$ cat src/rtl/subleq_control.sv
// SUBLEQ sequencer: fetches A/B/C, reads mem[A]/mem[B], drives the external ALU, writes back, branches.
// Optional self-branch halt detection enabled by defining SUBLEQ_HALT_EN.
module subleq_control #(
    parameter int unsigned   DW       = 16,
    parameter logic [DW-1:0] RESET_PC = '0
) (
    input  logic          clk,
    input  logic          rst_n,
    input  logic          run,
    output logic          mem_req,
    output logic          mem_we,
    output logic [DW-1:0] mem_addr,
    output logic [DW-1:0] mem_wdata,
    input  logic [DW-1:0] mem_rdata,
    input  logic          mem_ack,
    output logic [DW-1:0] r_q,
    output logic [DW-1:0] bus_q,
    output logic          comp,
    input  logic [DW-1:0] alu_result,
    input  logic          flag_n,
    input  logic          flag_z,
    output logic [DW-1:0] pc,
    output logic          busy,
    output logic          halted
);

`ifdef SUBLEQ_HALT_EN
    localparam bit HaltEn = 1'b1;
`else
    localparam bit HaltEn = 1'b0;
`endif

    typedef enum logic [2:0] {
        StIdle, StFetchA, StFetchB, StFetchC, StReadA, StReadB, StExec, StWrite
    } state_e;

    state_e        state_q, state_d;
    logic          req_q, req_d;
    logic          we_q, we_d;
    logic [DW-1:0] addr_q, addr_d;
    logic [DW-1:0] wdata_q, wdata_d;
    logic [DW-1:0] pc_q, pc_d;
    logic [DW-1:0] opa_q, opa_d;
    logic [DW-1:0] opb_q, opb_d;
    logic [DW-1:0] opc_q, opc_d;
    logic [DW-1:0] r_d, bus_d;
    logic          take_q, take_d;
    logic          halted_q, halted_d;
    logic          is_mem;
    logic          ack;
    logic [DW-1:0] issue_addr;

    assign is_mem = (state_q != StIdle) && (state_q != StExec);
    assign ack    = req_q & mem_ack;

    always_comb begin
        issue_addr = '0;
        case (state_q)
            StFetchA:         issue_addr = pc_q;
            StFetchB:         issue_addr = pc_q + DW'(1);
            StFetchC:         issue_addr = pc_q + DW'(2);
            StReadA:          issue_addr = opa_q;
            StReadB, StWrite: issue_addr = opb_q;
            default:          issue_addr = '0;
        endcase
    end

    always_ff @(posedge clk or negedge rst_n) begin
        if (!rst_n) state_q <= StIdle;
        else        state_q <= state_d;
    end

    always_comb begin
        state_d  = state_q;
        req_d    = req_q;
        we_d     = we_q;
        addr_d   = addr_q;
        wdata_d  = wdata_q;
        pc_d     = pc_q;
        opa_d    = opa_q;
        opb_d    = opb_q;
        opc_d    = opc_q;
        r_d      = r_q;
        bus_d    = bus_q;
        take_d   = take_q;
        halted_d = halted_q;

        // Request is issued one cycle after state entry and dropped on ack,
        // guaranteeing a low cycle between consecutive transactions.
        if (is_mem) begin
            if (!req_q) begin
                req_d  = 1'b1;
                addr_d = issue_addr;
                we_d   = (state_q == StWrite);
            end else if (mem_ack) begin
                req_d = 1'b0;
                we_d  = 1'b0;
            end
        end

        case (state_q)
            StIdle:   if (run && !halted_q) state_d = StFetchA;
            StFetchA: if (ack) begin opa_d = mem_rdata; state_d = StFetchB; end
            StFetchB: if (ack) begin opb_d = mem_rdata; state_d = StFetchC; end
            StFetchC: if (ack) begin opc_d = mem_rdata; state_d = StReadA; end
            StReadA:  if (ack) begin r_d   = mem_rdata; state_d = StReadB; end
            StReadB:  if (ack) begin bus_d = mem_rdata; state_d = StExec;  end
            StExec: begin
                wdata_d = alu_result;
                take_d  = flag_n | flag_z;
                state_d = StWrite;
            end
            StWrite: begin
                if (ack) begin
                    if (HaltEn && take_q && (opc_q == pc_q)) begin
                        halted_d = 1'b1;
                        state_d  = StIdle;
                    end else begin
                        pc_d    = take_q ? opc_q : pc_q + DW'(3);
                        state_d = run ? StFetchA : StIdle;
                    end
                end
            end
            default: state_d = StIdle;
        endcase
    end

    always_ff @(posedge clk or negedge rst_n) begin
        if (!rst_n) begin
            req_q    <= 1'b0;
            we_q     <= 1'b0;
            addr_q   <= '0;
            wdata_q  <= '0;
            pc_q     <= RESET_PC;
            opa_q    <= '0;
            opb_q    <= '0;
            opc_q    <= '0;
            r_q      <= '0;
            bus_q    <= '0;
            take_q   <= 1'b0;
            halted_q <= 1'b0;
        end else begin
            req_q    <= req_d;
            we_q     <= we_d;
            addr_q   <= addr_d;
            wdata_q  <= wdata_d;
            pc_q     <= pc_d;
            opa_q    <= opa_d;
            opb_q    <= opb_d;
            opc_q    <= opc_d;
            r_q      <= r_d;
            bus_q    <= bus_d;
            take_q   <= take_d;
            halted_q <= halted_d;
        end
    end

    assign mem_req   = req_q;
    assign mem_we    = we_q;
    assign mem_addr  = addr_q;
    assign mem_wdata = wdata_q;
    assign pc        = pc_q;
    assign comp      = (state_q == StExec);
    assign busy      = (state_q != StIdle);
    assign halted    = HaltEn & halted_q;

endmodule
$ cat config.mk
export PLATFORM = sky130hd
export DESIGN_NAME = subleq_control
export DESIGN_NICKNAME = d
export VERILOG_FILES = /design/src/rtl/subleq_control.sv
export SDC_FILE = /design/constraint.sdc
export NUM_CORES = 1
export LEC_CHECK = 0
export ABC_CLOCK_PERIOD_IN_PS = 2650
export BUFFER_PORTS_ARGS = -buffer_cell sky130_fd_sc_hd__buf_2
export CAP_MARGIN = 20
export CORE_MARGIN = 4
export CORE_UTILIZATION = 30
export CTS_CLUSTER_DIAMETER = 50
export DETAILED_ROUTE_END_ITERATION = 10
export PLACE_DENSITY_LB_ADDON = 0.2
export REMOVE_ABC_BUFFERS = 1
export SYNTH_ARGS = -nofsm -noshare
export SYNTH_HDL_FRONTEND = slang
export SYNTH_SLANG_ARGS = --single-unit
$ cat constraint.sdc
create_clock -name clk -period 2.65 [get_ports clk]
set_input_delay 0.3975 -clock clk [delete_from_list [all_inputs] [get_ports clk]]
set_output_delay 0.3975 -clock clk [all_outputs]
set_load 0.05 [all_outputs]
==> run summary, run 1 <==
Antenna Cells = 0
Startpoint Class = flip-flop
DRT antenna net count = 0
Worst Setup End Kind = primary output
gpl congestion = 0.884
commonest cells after routing, fill and taps aside = 134 x dfrtp_1, 120 x buf_2, 97 x mux2_2, 41 x nand2_1
Yosys cell types = 66
largest net degree at the start of global routing = 67
period utilization = 87.0%
Post-Route WL = 20.5 mm
worst slew pin tran = 0.635 ns
Achievable Freq = 434 MHz
Final Skew = 0.0114 ns
largest fanout on the critical path = 16
Slowest-stage cell, CP = ha_1
final hold violation count = 0
Post-Route Utilization = 37.9%
Fin Hold WS = 0.201 ns
crit path cell chain = inv_1, ha_1, nand2b_1, buf_2
max-cap viol count = 0
Final nets = 769
clk sinks = 134
die height = 157 um
WP data arrival = 1.91 ns
YS warnings = 0
HP Class = input pin to flip-flop
DRT iter0 DRCs = 403
final setup TNS = 0 ns
Post-synth EDFFs = 0
type of the worst setup path = flip-flop to primary output
die width = 157 um
post-DR vias/cell = 5.30
Clock Tree Root = clkbuf_16
commonest non-fill, non-tap cell in the layout = dfrtp_1
slew margin rel. = 57.6%
RSZ-0062 raised after global routing = no
hold buffer count at cts = 1
clock latency on the worst-skew pair = 0.42 ns
CTS resizes = 0
Mean Syn Cell Area = 11.2 um2
Core Area = 0.0219 mm2
vias in the first global route = 5485
outcome = complete, no violations
Hold Path Depth = 2
ranking of synthesized cells by area = dfrtp_1 50%, mux2_2 16%, a21oi_1 2.6%
hold wc startpoint = alu_result[5]
Post-Syn Instances = 596
post-detailed-placement half-perimeter wirelength = 14.8 mm
Top FF cell, synth = dfrtp_1
first-pass GRT wire length = 32.3 mm
Setup Buffers After CTS = 0
Worst R2R Start = state_q[1]
I/O pins = 123
fraction of layout cells with a size suffix above 1 = 39.5%
drt drc = 0
worst reg2reg setup slack = 0.36 ns
die area = 0.0248 mm2
Total GRT Usage = 17.0%
Inserted Clock Buffers = 17
initial antenna violation count = 0
post-synthesis sequential area ratio = 50.1%
WL/cell = 20.2 um
Pre-Repair DR Iteration Count = 5
cell taking the most area after synthesis = dfrtp_1
Initial Utilization = 30.6%
via count = 5370
Area Growth Syn to Fin = 24.1%
fillers = 2205
IO Port Bufs = 121
Synth Cell Area = 0.00670 mm2
Clock Tree Buf Depth = 2
WHS Endpoint = mem_wdata[5]
H-Tree Depth = 4
Period minus WS final = 2.31 ns
area share of the largest cell type after synthesis = 50.1%
RR Endpoint = state_q[1]
Pins Over Slew Limit = 0
CTS tree = yes
Lkg Pwr = 3.73 nW
clock-pin slew on the worst setup and hold paths = 0.06 ns
Required @ worst endpoint = 2.25 ns
total gr overflow = 0
peak supply drop = 0.611 mV
post-synthesis async set-or-reset flop share = 100%
CP max stage delay = 0.58 ns
post-synthesis register bit count = 134
final setup vio count = 0
Rows = 54
pwr/cell area = 1510 mW/mm2
r2r worst-path depth = 6
-- routing by layer --
layer	GRT usage, %	vias to the layer above	part of all wire [%]
met5	0	-	0
met4	6.19	0	2.5
met3	4.84	30	7.3
met2	26.5	199	47
met1	22.7	2688	43
li1	-	2453	-
-- synthesized netlist by cell type, types with 2 or more instances --
| master | count |
|---|---|
| a211oi_1 | 5 |
| and4_1 | 3 |
| buf_4 | 9 |
| a21oi_1 | 35 |
| clkbuf_2 | 3 |
| a32oi_1 | 3 |
| nand4_1 | 4 |
| a221oi_1 | 5 |
| o2bb2ai_1 | 4 |
| nand4_4 | 2 |
| inv_1 | 11 |
| xor2_1 | 7 |
| nand3_1 | 12 |
| o21ai_0 | 35 |
| a22oi_1 | 7 |
| dfrtp_1 | 134 |
| or3_1 | 4 |
| a22o_1 | 10 |
| and3_1 | 3 |
| nor2b_1 | 4 |
| xnor2_1 | 7 |
| nor4b_1 | 2 |
| buf_2 | 21 |
| nor3_2 | 2 |
| or4_1 | 2 |
| nor3_1 | 17 |
| a32o_1 | 2 |
| nor4_1 | 8 |
| clkbuf_1 | 12 |
| mux2_2 | 97 |
| ha_1 | 8 |
| nand2_1 | 41 |
| nor2_1 | 18 |
| nand2b_1 | 7 |
| a31oi_1 | 5 |
| o22ai_1 | 9 |
| o221ai_1 | 2 |
| mux2i_1 | 4 |
| and2_1 | 4 |
| a221o_1 | 2 |
-- flip-flops by register name, indices dropped and copies added (netlist names), 16 cells and up --
name       cells
opc_q         16
pc            16
opb_q         16
r_q           16
bus_q         16
mem_addr      16
opa_q         16
mem_wdata     16
-- where the power goes --
part	switching, mW	total (mW)	internal (mW)
combinational	4.19	6.25	2.07
clock	0.856	2.47	1.61
sequential	0.815	3.81	3.00
-- stage by stage --
| step | worst slack (ns) | cells | total power, mW | instance area [um2] |
|---|---|---|---|---|
| 6_report | 0.344 | 1014 | 12.5 | 8310 |
| 5_1_grt | 0.207 | 1014 | 13.2 | 8310 |
| 4_1_cts | 0.336 | 1014 | 12.6 | 8310 |
| 3_5_place_dp | 0.407 | 983 | 10.1 | 7680 |
| 3_3_place_gp | 0.481 | 983 | 9.94 | 7680 |
| 2_1_floorplan | 0.262 | 549 | 8.04 | 6450 |
-- worst max-delay path by stage --
| stage | start | endpoint | slack (ns) | cells after the start |
|---|---|---|---|---|
| CTS | state_q[0] | busy | 0.34 | 4 |
| finish | state_q[0] | busy | 0.34 | 4 |
| global placement | state_q[0] | r_q[5] | 0.48 | 6 |
| floorplan | state_q[0] | mem_addr[7] | 0.26 | 6 |
| detailed placement | state_q[0] | r_q[12] | 0.41 | 6 |
| global route | state_q[0] | busy | 0.21 | 4 |
-- layout make-up --
type | count | area, um2 | area share [%]
Sequential cell | 134 | 3350 | 40.4
Multi-Input combinational cell | 403 | 3050 | 36.7
Timing Repair Buffer | 155 | 895 | 10.8
Clock buffer | 22 | 464 | 5.59
Tap cell | 280 | 350 | 4.22
Clock inverter | 8 | 149 | 1.79
Inverter | 12 | 45.0 | 0.542
-- worst max-delay path: cells and delay by family (launching register included) --
kind	cells	cell delay, ns
DFF	1	0.40
adders and majority gates	1	0.58
buffers and inverters	2	0.37
and+or+nand+nor	1	0.15
-- logic make-up (layout without fill, tap and decap cells) --
group | Yosys count | in the layout | share of synthesized area (%)
and+or+nand+nor | 143 | 143 | 12.0
AOI/OAI and AO/OA | 136 | 136 | 13.2
DFF | 134 | 134 | 50.1
muxes | 101 | 101 | 16.9
buffers and inverters | 59 | 197 | 4.37
xor gates and xnor gates | 14 | 14 | 1.83
adders and majority gates | 8 | 8 | 1.50
other | 1 | 1 | 0.0560
Power figures use the tool's default switching activity.
==> run 2, diff against run 1 <==
==> constraint.sdc (replaced) <==
create_clock -name clk -period 2.65 [get_ports clk]
set_input_delay 0.3975 -clock clk [delete_from_list [all_inputs] [get_ports clk]]
set_output_delay 0.3975 -clock clk [all_outputs]
set_load 0.1 [all_outputs]
==> run 2 against run 1 <==
Sequential share of layout area increased by 0.41 points. Global-route usage decreased by 0.20 points. Largest cell class unchanged. Critical endpoint is now state_q[1]. Critical path depth increased by 2. First-iteration DRC count increased by 9.7%. Worst hold slack got worse by 0.17 ns.
==> run summary, run 2 (synthesis results as in run 1) <==
Final Skew = 0.00814 ns
H-Tree Depth = 4
Post-Route Utilization = 37.6%
Finished Layout Cells = 1013
DRT antenna net count = 0
commonest cells after routing, fill and taps aside = 134 x dfrtp_1, 119 x buf_2, 97 x mux2_2, 41 x nand2_1
outcome = complete, no violations
Slowest-stage cell, CP = ha_1
post-DR vias/cell = 5.21
initial antenna violation count = 0
first-pass GRT wire length = 32.1 mm
Period minus WS final = 2.46 ns
placed cell areas = 0.00767 mm2
vias in the first global route = 5409
drt drc = 0
crit path cell chain = inv_1, ha_1, or2_1, a21oi_1, o22ai_1, mux2_2
worst slew pin tran = 0.824 ns
commonest non-fill, non-tap cell in the layout = dfrtp_1
Inserted Clock Buffers = 17
gpl congestion = 0.883
I/O pins = 123
Worst Setup End Kind = flip-flop
Required @ worst endpoint = 2.96 ns
Startpoint Class = flip-flop
Pre-Repair DR Iteration Count = 5
Setup Buffers After CTS = 0
hold buffer count at cts = 0
worst reg2reg setup slack = 0.19 ns
WP data arrival = 2.77 ns
DRT iter0 DRCs = 442
Core Area = 0.0219 mm2
CP max stage delay = 0.57 ns
placed cell count = 981
Post-Route WL = 20.4 mm
CTS tree = yes
via count = 5279
largest fanout on the critical path = 17
type of the worst setup path = flip-flop to flip-flop
fraction of layout cells with a size suffix above 1 = 40.0%
Final nets = 766
Antenna Cells = 0
IO Port Bufs = 121
RSZ-0062 raised after global routing = no
final hold violation count = 0
clock-pin slew on the worst setup and hold paths = 0.06 ns
Initial Utilization = 30.6%
Pins Over Slew Limit = 0
Clock Tree Root = clkbuf_16
Clock Tree Buf Depth = 2
max-cap viol count = 0
Achievable Freq = 407 MHz
clock latency on the worst-skew pair = 0.42 ns
final setup TNS = 0 ns
Total GRT Usage = 16.8%
HP Class = input pin to async pin
CTS resizes = 0
post-detailed-placement half-perimeter wirelength = 14.6 mm
Area Growth Syn to Fin = 22.8%
die area = 0.0248 mm2
final setup vio count = 0
total gr overflow = 0
die height = 157 um
largest net degree at the start of global routing = 86
die width = 157 um
Rows = 54
clk sinks = 134
WL/cell = 20.1 um
slew margin rel. = 45.1%
Finished Cell Area = 0.00822 mm2
period utilization = 92.8%
run 2: cell count changes in the layout (fill, tap and decap cells not counted):
cell / change
buf_2: -1
inv_6: +4
clkinv_2: +2
dlygate4sd3_1: -1
buf_4: -1
bufinv_16: -4
clkinvlp_4: +1
clkbuf_1: -3
clkinv_4: +2
run 2: layout make-up:
| type | count | area [um2] |
|---|---|---|
| multi-input combinational | 403 | 3050 |
| clock buffer | 19 | 453 |
| clock inverter | 13 | 98.8 |
| tap | 280 | 350 |
| fill | 2198 | 13700 |
| sequential | 134 | 3350 |
| inverter | 12 | 45.0 |
| timing repair buffer | 152 | 872 |
run 2: worst paths after layout:
| check | start | end | cells past startpoint |
|---|---|---|---|
| setup / recovery | state_q[1] | state_q[1] | 6 |
| hold / removal | rst_n | bus_q[10] | 1 |
| setup reg to reg | state_q[1] | state_q[1] | 6 |
| hold reg to reg | mem_addr[9] | mem_addr[9] | 2 |
| max in group asynchronous | rst_n | mem_wdata[11] | 2 |
| min in group clk | alu_result[4] | mem_wdata[4] | 2 |
run 2: critical path: cells and delay by family, from the launching register on:
family	cells	cell delay, ns
adder cells (fa/ha/maj)	1	0.57
AND/OR/NAND/NOR	1	0.46
AO/OA/AOI/OAI	2	0.43
flip-flops	1	0.41
multiplexers	1	0.38
buffers and inverters	1	0.10
run 2: per-stage QoR:
step	setup WS [ns]	hold slack (ns)
2_1_floorplan	-0.122	0.102
3_3_place_gp	0.369	0.464
3_5_place_dp	0.222	0.469
4_1_cts	0.207	0.0656
5_1_grt	0.0169	0.0974
6_report	0.191	0.0295
run 2: metal layers:
layer	GRT usage, %	wire length [um]	up-vias
met2	26.4	9610	177
met5	0	0	-
met1	22.9	9180	2630
met4	6.51	517	0
met3	3.60	1090	31
li1	-	-	2441
Power of run 2 is left out: the tool's default activity adds up to more than one toggle a clock period on the data nets, which glitch-free logic cannot reach.
==> run 3, diff against run 2 <==
--- a/config.mk
+++ b/config.mk
@@ -8,7 +8,7 @@
 export ABC_CLOCK_PERIOD_IN_PS = 2650
 export BUFFER_PORTS_ARGS = -buffer_cell sky130_fd_sc_hd__buf_2
 export CAP_MARGIN = 20
-export CORE_MARGIN = 4
+export CORE_MARGIN = 3
 export CORE_UTILIZATION = 30
 export CTS_CLUSTER_DIAMETER = 50
 export DETAILED_ROUTE_END_ITERATION = 10
==> run 3 against run 2 <==
Die area shrank 2.5%. Flip-flop and latch count is the same. Critical path type unchanged. Global-route usage grew 0.58 points. Maximum frequency grew 5.3%. Count of clock-buffer cells in the layout grew 5. Critical endpoint is now mem_addr[13]. First-iteration DRC count shrank 3.6%. Worst hold slack gained 0.17 ns.
==> run summary, run 3 (synthesis results as in run 1) <==
first-pass GRT wire length = 32.5 mm
post-DR vias/cell = 5.29
initial antenna violation count = 1
CP Capture Point = mem_addr[13]
largest fanout on the critical path = 12
period utilization = 88.2%
clock latency on the worst-skew pair = 0.42 ns
RSZ-0062 raised after global routing = no
IO Port Bufs = 121
DRT iter0 DRCs = 426
Period minus WS final = 2.34 ns
Final nets = 772
crit path buf inv count = 1
Pins Over Slew Limit = 0
total gr overflow = 0
r2r worst-path depth = 7
commonest cells after routing, fill and taps aside = 134 x dfrtp_1, 119 x buf_2, 97 x mux2_2, 41 x nand2_1
Area Growth Syn to Fin = 24.6%
DRT antenna net count = 0
type of the worst setup path = flip-flop to flip-flop
H-Tree Depth = 4
Rows = 54
DR WL met3 = 966 um
Finished Cell Area = 0.00834 mm2
outcome = complete, no violations
final hold violation count = 0
Post-Route WL = 20.6 mm
WL/cell = 20.2 um
Worst R2R Start = state_q[0]
Critical Path Most Common Cell = a22o_1
commonest non-fill, non-tap cell in the layout = dfrtp_1
Crit path max-delay family = compound AO/OA/AOI/OAI gates
RR Endpoint = mem_addr[13]
drt drc = 0
Antenna Cells = 0
fillers = 2175
Pre-Repair DR Iteration Count = 5
vias in the first global route = 5600
M1 WL = 9.27 mm
clock-pin slew on the worst setup and hold paths = 0.06 ns
worst reg2reg setup slack = 0.31 ns
clk sinks = 134
Initial Utilization = 30.6%
Slowest-stage cell, CP = or2_1
die area = 0.0241 mm2
HP Class = input pin to flip-flop
CTS tree = yes
I/O pins = 123
Worst Setup End Kind = flip-flop
die width = 155 um
Startpoint Class = flip-flop
worst slew pin tran = 0.601 ns
via count = 5394
gpl congestion = 0.864
Achievable Freq = 428 MHz
total stage count of the critical path = 7
crit path cell chain = ha_1, or2_1, buf_4, a22o_1, a32oi_1, o221ai_1, a22o_1
final setup vio count = 0
top routing layer in use = met5
met2 WL post-DR = 9.85 mm
Total GRT Usage = 17.4%
Clock Tree Root = clkbuf_16
Final Skew = 0.00843 ns
CP max stage delay = 0.48 ns
largest net degree at the start of global routing = 54
Clock Tree Buf Depth = 2
placed cell areas = 0.00771 mm2
CTS resizes = 0
WP data arrival = 2.64 ns
die height = 155 um
Core Area = 0.0219 mm2
Critical Path Start = state_q[0]
Required @ worst endpoint = 2.95 ns
Inserted Clock Buffers = 17
slew margin rel. = 59.8%
post-detailed-placement half-perimeter wirelength = 14.8 mm
fraction of layout cells with a size suffix above 1 = 39.8%
max-cap viol count = 0
==> run 3: cell count changes in the layout (fill, tap and decap cells not counted), sizes merged <==
| cell | change |
|---|---|
| bufinv | +4 |
| dlygate4sd3 | +1 |
| inv | -4 |
| clkbuf | +5 |
| clkinv | -4 |
| clkinvlp | -1 |
| buf | +5 |
==> run 3: through the flow <==
stage / setup WS (ns) / utilization [%] / TNS [ns] / hold WS (ns) / cells
after floorplan: -0.122 / - / -1.80 / 0.102 / 549
after global placement: 0.434 / 35.2 / 0 / 0.399 / 986
after detailed placement: 0.348 / 35.2 / 0 / 0.401 / 986
after CTS: 0.315 / 38.1 / 0 / 0.181 / 1019
after global routing: 0.143 / 38.1 / 0 / 0.194 / 1019
final: 0.314 / 38.1 / 0 / 0.202 / 1019
==> run 3: timing repair <==
item	4_1_cts	5_1_grt
hold buffers	1	0
hold endpoints to repair	51	0
buffers inserted	0	0
==> run 3: routing by layer <==
metal  global-route usage [%]  up-vias
met3                     3.70       38
met2                     27.9      163
li1                         -     2450
met1                     23.3     2741
met4                     6.25        2
met5                        0        -
==> run 3: how the worst min path moves through the flow <==
stage	from	endpoint	slack, ns	cells past startpoint
after floorplan	rst_n	bus_q[0]	0.10	0
after global placement	rst_n	bus_q[10]	0.40	1
after detailed placement	rst_n	bus_q[12]	0.40	1
after CTS	alu_result[1]	mem_wdata[1]	0.18	2
after global routing	alu_result[5]	mem_wdata[5]	0.19	2
final	alu_result[9]	mem_wdata[9]	0.20	2
==> run 3: cell type report <==
class / instances / area [um2] / share of cell area [%]
Multi-Input combinational cell: 403 / 3050 / 36.5
Inverter: 12 / 45.0 / 0.540
Clock inverter: 8 / 145 / 1.74
Sequential cell: 134 / 3350 / 40.2
Clock buffer: 24 / 482 / 5.77
Tap cell: 280 / 350 / 4.20
Timing Repair Buffer: 158 / 920 / 11.0
Power of run 3 is left out for the same reason.
